<file path="src/rtl/timer_peripheral.sv">
// Memory-mapped reloadable timer with prescaler, sticky overflow interrupt and
// a free-running SYSTICK counter; combinational read port for the MEM stage.
module timer_peripheral #(
  parameter logic [31:0] BASE_ADDR = 32'h4000_0000,
  parameter int unsigned PRESC_W   = 8
) (
  input  logic        clk,
  input  logic        reset,
  input  logic [31:0] addr,
  input  logic        rd,
  input  logic        wr,
  input  logic [31:0] wdata,
  output logic [31:0] rdata,
  output logic        irqout
);

  typedef enum logic [2:0] {
    SEL_TH      = 3'd0,
    SEL_TL      = 3'd1,
    SEL_TCON    = 3'd2,
    SEL_PRESC   = 3'd3,
    SEL_SYSTICK = 3'd4,
    SEL_RSVD    = 3'd5
  } reg_sel_e;

  localparam logic [PRESC_W-1:0] PRESC_ONE = PRESC_W'(1);

  logic [31:0]        th;
  logic [31:0]        tl;
  logic [31:0]        systick;
  logic               en;
  logic               ie;
  logic               st;
  logic [PRESC_W-1:0] presc;
  logic [PRESC_W-1:0] pcnt;

  logic [31:0] offset;
  logic        hit;
  reg_sel_e    sel;
  logic        wr_th, wr_tl, wr_tcon, wr_presc;
  logic        tick, at_max, ovf, set_st;

  // Window is six words; byte lane bits are part of the range check only.
  assign offset = addr - BASE_ADDR;
  assign hit    = offset < 32'd24;
  assign sel    = reg_sel_e'(offset[4:2]);

  assign wr_th    = wr & hit & (sel == SEL_TH);
  assign wr_tl    = wr & hit & (sel == SEL_TL);
  assign wr_tcon  = wr & hit & (sel == SEL_TCON);
  assign wr_presc = wr & hit & (sel == SEL_PRESC);

  assign tick   = en & (pcnt == presc);
  assign at_max = (tl == '1);
  // A software TL write pre-empts the overflow entirely; a TCON write that
  // enables IE on the overflow edge still lets the hardware set win.
  assign ovf    = tick & at_max & ~wr_tl;
  assign set_st = ovf & (ie | (wr_tcon & wdata[1]));

  assign irqout = ie & st;

  always_comb begin
    rdata = '0;
    if (rd && hit) begin
      case (sel)
        SEL_TH:      rdata = th;
        SEL_TL:      rdata = tl;
        SEL_TCON:    rdata = {29'b0, st, ie, en};
        SEL_PRESC:   rdata = 32'(presc);
        SEL_SYSTICK: rdata = systick;
        default:     rdata = '0;
      endcase
    end
  end

  always_ff @(posedge clk) begin
    if (reset) begin
      th      <= '0;
      tl      <= '0;
      systick <= '0;
      en      <= 1'b0;
      ie      <= 1'b0;
      st      <= 1'b0;
      presc   <= '0;
      pcnt    <= '0;
    end else begin
      systick <= systick + 32'd1;

      if (wr_th) th <= wdata;

      if (wr_tl)     tl <= wdata;
      else if (tick) tl <= at_max ? th : tl + 32'd1;

      if (wr_tcon) begin
        en <= wdata[0];
        ie <= wdata[1];
      end

      if (set_st)                  st <= 1'b1;
      else if (wr_tcon && !wdata[2]) st <= 1'b0;

      if (wr_presc) presc <= wdata[PRESC_W-1:0];

      if (wr_presc || !en || tick) pcnt <= '0;
      else                         pcnt <= pcnt + PRESC_ONE;
    end
  end

endmodule

</file>
<file path="config.mk">
export PLATFORM = sky130hd
export DESIGN_NAME = timer_peripheral
export DESIGN_NICKNAME = d
export VERILOG_FILES = /design/src/rtl/timer_peripheral.sv
export SDC_FILE = /design/constraint.sdc
export NUM_CORES = 1
export LEC_CHECK = 0
export CORE_MARGIN = 2
export CORE_UTILIZATION = 44
export CTS_BUF_LIST = sky130_fd_sc_hd__clkbuf_2
export DETAILED_ROUTE_END_ITERATION = 10
export GPL_TIMING_DRIVEN = 0
export PLACE_DENSITY = 0.77
export SLEW_MARGIN = 25
export SYNTH_ARGS = -nofsm -noshare
export SYNTH_HDL_FRONTEND = slang
export SYNTH_SLANG_ARGS = --single-unit
</file>
<file path="constraint.sdc">
create_clock -name clk -period 3.3 [get_ports clk]
set_clock_uncertainty 0.15 [all_clocks]
set_input_delay 0.33 -clock clk [delete_from_list [all_inputs] [get_ports clk]]
set_output_delay 0.33 -clock clk [all_outputs]
set_load 0.05 [all_outputs]
</file>
Word-level counts from Yosys, hierarchy flattened
Cells that the tools add are included.
Operators by class
  multipliers: 0
  equality and inequality tests: 6
  reduce and logical (&&, ||, !) cells: 10
  mux-type cells: 7
  bitwise logic cells: 13
  $lt $le $gt $ge: 1
  $add $sub $neg: 4
  shifts and indexed selects: 0
  divide/modulo/power cells: 0
Operator list (count)
  $pmux W32 S5: 1
  $mux W32: 4
  $add A32 B1 Y32 const B: 2
  $eq A32 B32 Y1 const B: 1
  $lt A32 B5 Y1 const B: 1
  $sub A32 B31 Y32 const B: 1
  $and A1 B1 Y1: 11
  $add A8 B1 Y8 const B: 1
  $eq A8 B8 Y1: 1
  $eq A3 B2 Y1 const B: 2
  $reduce_bool A2 Y1: 2
  $eq A3 B1 Y1 const B: 1
  $eq A3 B3 Y1 const B: 1
  $logic_not A3 Y1: 1
  $logic_and A1 B1 Y1: 2
  $logic_not A1 Y1: 2
  $logic_or A1 B1 Y1: 2
  $mux W1: 2
  $reduce_or A2 Y1: 1
  $not A1 Y1: 1
  $or A1 B1 Y1: 1
Storage, ports and cells
  logic and storage cells: 49
  input port bits: 68
  RAM bits: 0
  memories: 0
  output and inout port bits: 33
  bits in registers: 115
  bits in latches: 0
  bits in read-only memories: 0

Logic depth before layout (Yosys ltp)
  depth in word-level cells: 8
  gate-level depth with buffers: 9
  depth with buffers taken out: 7

Least setup slack after synthesis
No wires, ideal clock.
  path type: input-to-output
  from: input addr[20]
  to: output rdata[11]
  stages: 7
  path slack: 0.571 ns
  buffers on the path: 1
  arrival time: 2.249 ns
  required time: 2.820 ns
  path through: nor4_1 > nand4_1 > nor2_1 > nand2_1 > a211o_1 > clkbuf_1 > nor2_1
Between the ends
  longest elaborated chain between the ends: 4
RTL lines
  start: declaration: RTL line 9  | input logic [31:0] addr,
  $sub A32 B31 Y32: RTL line 44  | assign offset = addr - BASE_ADDR;
  $lt A32 B5 Y1: RTL line 45  | assign hit = offset < 32'd24;
  $logic_and A1 B1 Y1: RTL line 64  | if (rd && hit) begin
  $mux W32: RTL line 64
  end: declaration: RTL line 13  | output logic [31:0] rdata,
No other way between the ends.

Worst setup path in the final report
  from: input addr[4]
  to: output rdata[6]
Between the ends
  longest elaborated chain between the ends: 4
  elaborated cells between the ends (all ways): 10
  classes of those cells: add/sub: 1; order compare: 1; eq/ne: 4; mux: 2; reduce/logical: 2
RTL lines (RTL line)
  $sub A32 B31 Y32 *: 44
  $lt A32 B5 Y1 (tied with other cells): 45
  $logic_and A1 B1 Y1 / $pmux W32 S5 (equally long branches): 64, 65
  $mux W32 *: 64
Every way passes the cells marked *; elsewhere a longest branch is shown, timed or not.

==> flow_summary.ini <==
[synthesis]
synth.avg_cell_area_um2 = 7.61
synth_top_area_share_pct = 35.3
synth_seq_cells = 115
syn_nets = 929
yosys.area.top_type = dfxtp_1
synth_area_um2 = 6530
synth.most_common_cell = nor2_1
ys_seq_area_share_pct = 35.3
synth_commonest_cells = 138 x nor2_1, 115 x dfxtp_1, 115 x nand2_1
synth_edf_count = 0
synth_cells = 858
synthArstFlopShare_pct = 0
synth.distinct_cells = 64
synth.area.top_cells = dfxtp_1 35%, nor2_1 7.9%, mux2i_1 7.1%, a21oi_1 7.0%, nand2_1 6.6%
yosysWarnings = 0
synth-main-ff-cell = dfxtp_1

[global_route]
grt_first_pass_wirelength_um = 34000
grt_util_all_layers_pct = 27.1
grt_max_degree = 17
antenna_found_initial = 1
grt_pass1_vias = 6369
grt-ovfl-total = 0

[place]
pre_cts_ws_ps = -620
io_buffers = 97
post-dp-hpwl_um = 15800
dp_cells = 1139
gp_congestion = 1.02

[timing]
rsz0062_at_grt = no
fin_ws_ps = 100
finalCritPeriodShare_pct = 97.0
finalHoldViolations = 0
slew_viol_final = 0
min_period_ps = 3200
whs_ps = 27.3
fmax_mhz = 313
tightest_slew_ps = 1060
setup_violations = 0
slew_headroom_pct = 28.7

[cts]
numCtsBuffers = 17
clockBufferDepth = 2
clk_latency_ps = 750
numClockSinks = 115
cts_tree = yes
root_buffer = clkbuf_2
cts.clk_slew.worst_paths_ps = 200
htree_levels = 4

[pwr]
p_per_area_nw_per_um2 = 317
p_leak_nw = 2.87
ir_drop_v = 0.000192
power_mw = 2.54

[setup_path]
crit_path_start_kind = input port
cp_max_fo = 10
worstPathArrival_ps = 2720
r2r_slack_ps = 180
crit_path_end_kind = output port
required_ps = 2820
critPathKind = input port to output port

[route]
routedWlPerCell_um = 18.4
drtIter0Drc = 823
via_per_inst = 5.99
num_vias = 7070
ant_nets = 0
totalWireLength_um = 21700
drt-pass1-iter-count = 6
drc_errors = 0

[die]
initial_core_util_pct = 44.9
die-area_um2 = 15800
die_h_um = 126
pin_count = 101
rows = 44
core_area_um2 = 14500
die_w_um = 126

[finish]
multi_input_area_um2 = 4040
instances_no_fill = 1180
nNetsFinal = 1053
area_growth_pct = 22.8
drive_gt1_share_pct = 10.3
fillerInstances = 1430
seq_area_um2 = 2300
finalCoreUtilization_pct = 55.2

[hold_path]
hp-class = input port to flop

[run]
drv_cap = 0

[run_status]
outcome = finished clean
-- state kept, by name, summed over array words and instances (netlist names) --
register / cells
tl: 32
presc: 8
th: 32
st: 1
systick: 32
en: 1
pcnt: 8
ie: 1
-- cell usage in the layout, fill, tap and decap left out, drive strengths merged, types with 3 or more instances in the layout --
| cell type | n |
|---|---|
| nand4 | 21 |
| dlymetal6s2s | 6 |
| o21ai | 14 |
| a21o | 6 |
| o32ai | 6 |
| a211o | 5 |
| ha | 3 |
| a31oi | 21 |
| and2 | 6 |
| and3 | 13 |
| nand3 | 46 |
| clkbuf | 64 |
| and4 | 5 |
| o211ai | 3 |
| nor4b | 4 |
| inv | 8 |
| nor4 | 10 |
| nor2b | 5 |
| mux2 | 7 |
| xnor2 | 15 |
| nor2 | 139 |
| dlygate4sd3 | 7 |
| a31o | 5 |
| clkinv | 8 |
| a21oi | 91 |
| a41o | 3 |
| a41oi | 3 |
| xor2 | 26 |
| or3 | 11 |
| buf | 28 |
| clkinvlp | 6 |
| nand2 | 115 |
| a211oi | 13 |
| or4 | 4 |
| clkdlybuf4s50 | 66 |
| dfxtp | 115 |
| mux2i | 46 |
| nor3 | 14 |
-- layer usage --
layer  track usage [%]  wire (µm)
met5                 0          0
met4              10.5        573
met3              6.71       2410
met2              42.0       9610
met1              36.6       9070
-- logic make-up (layout without fill, tap and decap cells) --
| family | Yosys count | count (layout) | share of synthesized area, % |
|---|---|---|---|
| buffers and inverters | 59 | 196 | 3.55 |
| muxes | 53 | 53 | 8.26 |
| AOI/OAI and AO/OA | 187 | 187 | 17.8 |
| adders and majority gates | 3 | 3 | 0.575 |
| DFF | 115 | 115 | 35.3 |
| and+or+nand+nor | 400 | 400 | 29.1 |
| other | 0 | 1 | 0 |
| xor gates and xnor gates | 41 | 41 | 5.50 |
-- where the power goes --
part / internal (mW) / switching, mW
registers: 1.39 / 0.00831
logic: 0.100 / 0.109
clock network: 0.335 / 0.591
total: 1.83 / 0.708
-- repair_timing --
action,4_1_cts,5_1_grt
endpoints found under the setup margin,32,39
endpoints found under the hold margin,11,0
buffers inserted,0,1
hold buffers,7,0
pin swaps,0,1
cloned,0,0
resized for setup,91,61
-- worst max-delay path, cell delays in order --
cell and delay, ps:
clkdlybuf4s50_1 580, buf_2 340, buf_2 360, a31oi_1 140
nor2_1 150, clkdlybuf4s50_1 820
-- metrics by stage --
| step | setup TNS [ps] | instance area [µm²] |
|---|---|---|
| 2_1_floorplan | 0 | 6530 |
| 3_3_place_gp | -18220 | 7730 |
| 6_report | 0 | 8020 |
| 5_1_grt | 0 | 8020 |
| 4_1_cts | 0 | 8030 |
| 3_5_place_dp | -18940 | 7740 |
-- final timing paths --
check | from | cells past startpoint | to
hold reg to reg | th[21] | 2 | th[21]
hold / removal | wdata[28] | 3 | tl[28]
setup reg to reg | pcnt[0] | 7 | tl[10]
setup / recovery | addr[4] | 6 | rdata[6]
-- final cells by class --
type	count	share of cell area [%]
multi-input cells	684	50.4
flip-flops and latches	115	28.7
repair buffers	105	12.1
well taps	184	2.87
plain buffers	50	2.62
clock inverters	15	1.78
clock buffers	17	1.06
inverters	9	0.421
diodes	1	0.0312
(Power assumes the default switching activity.)
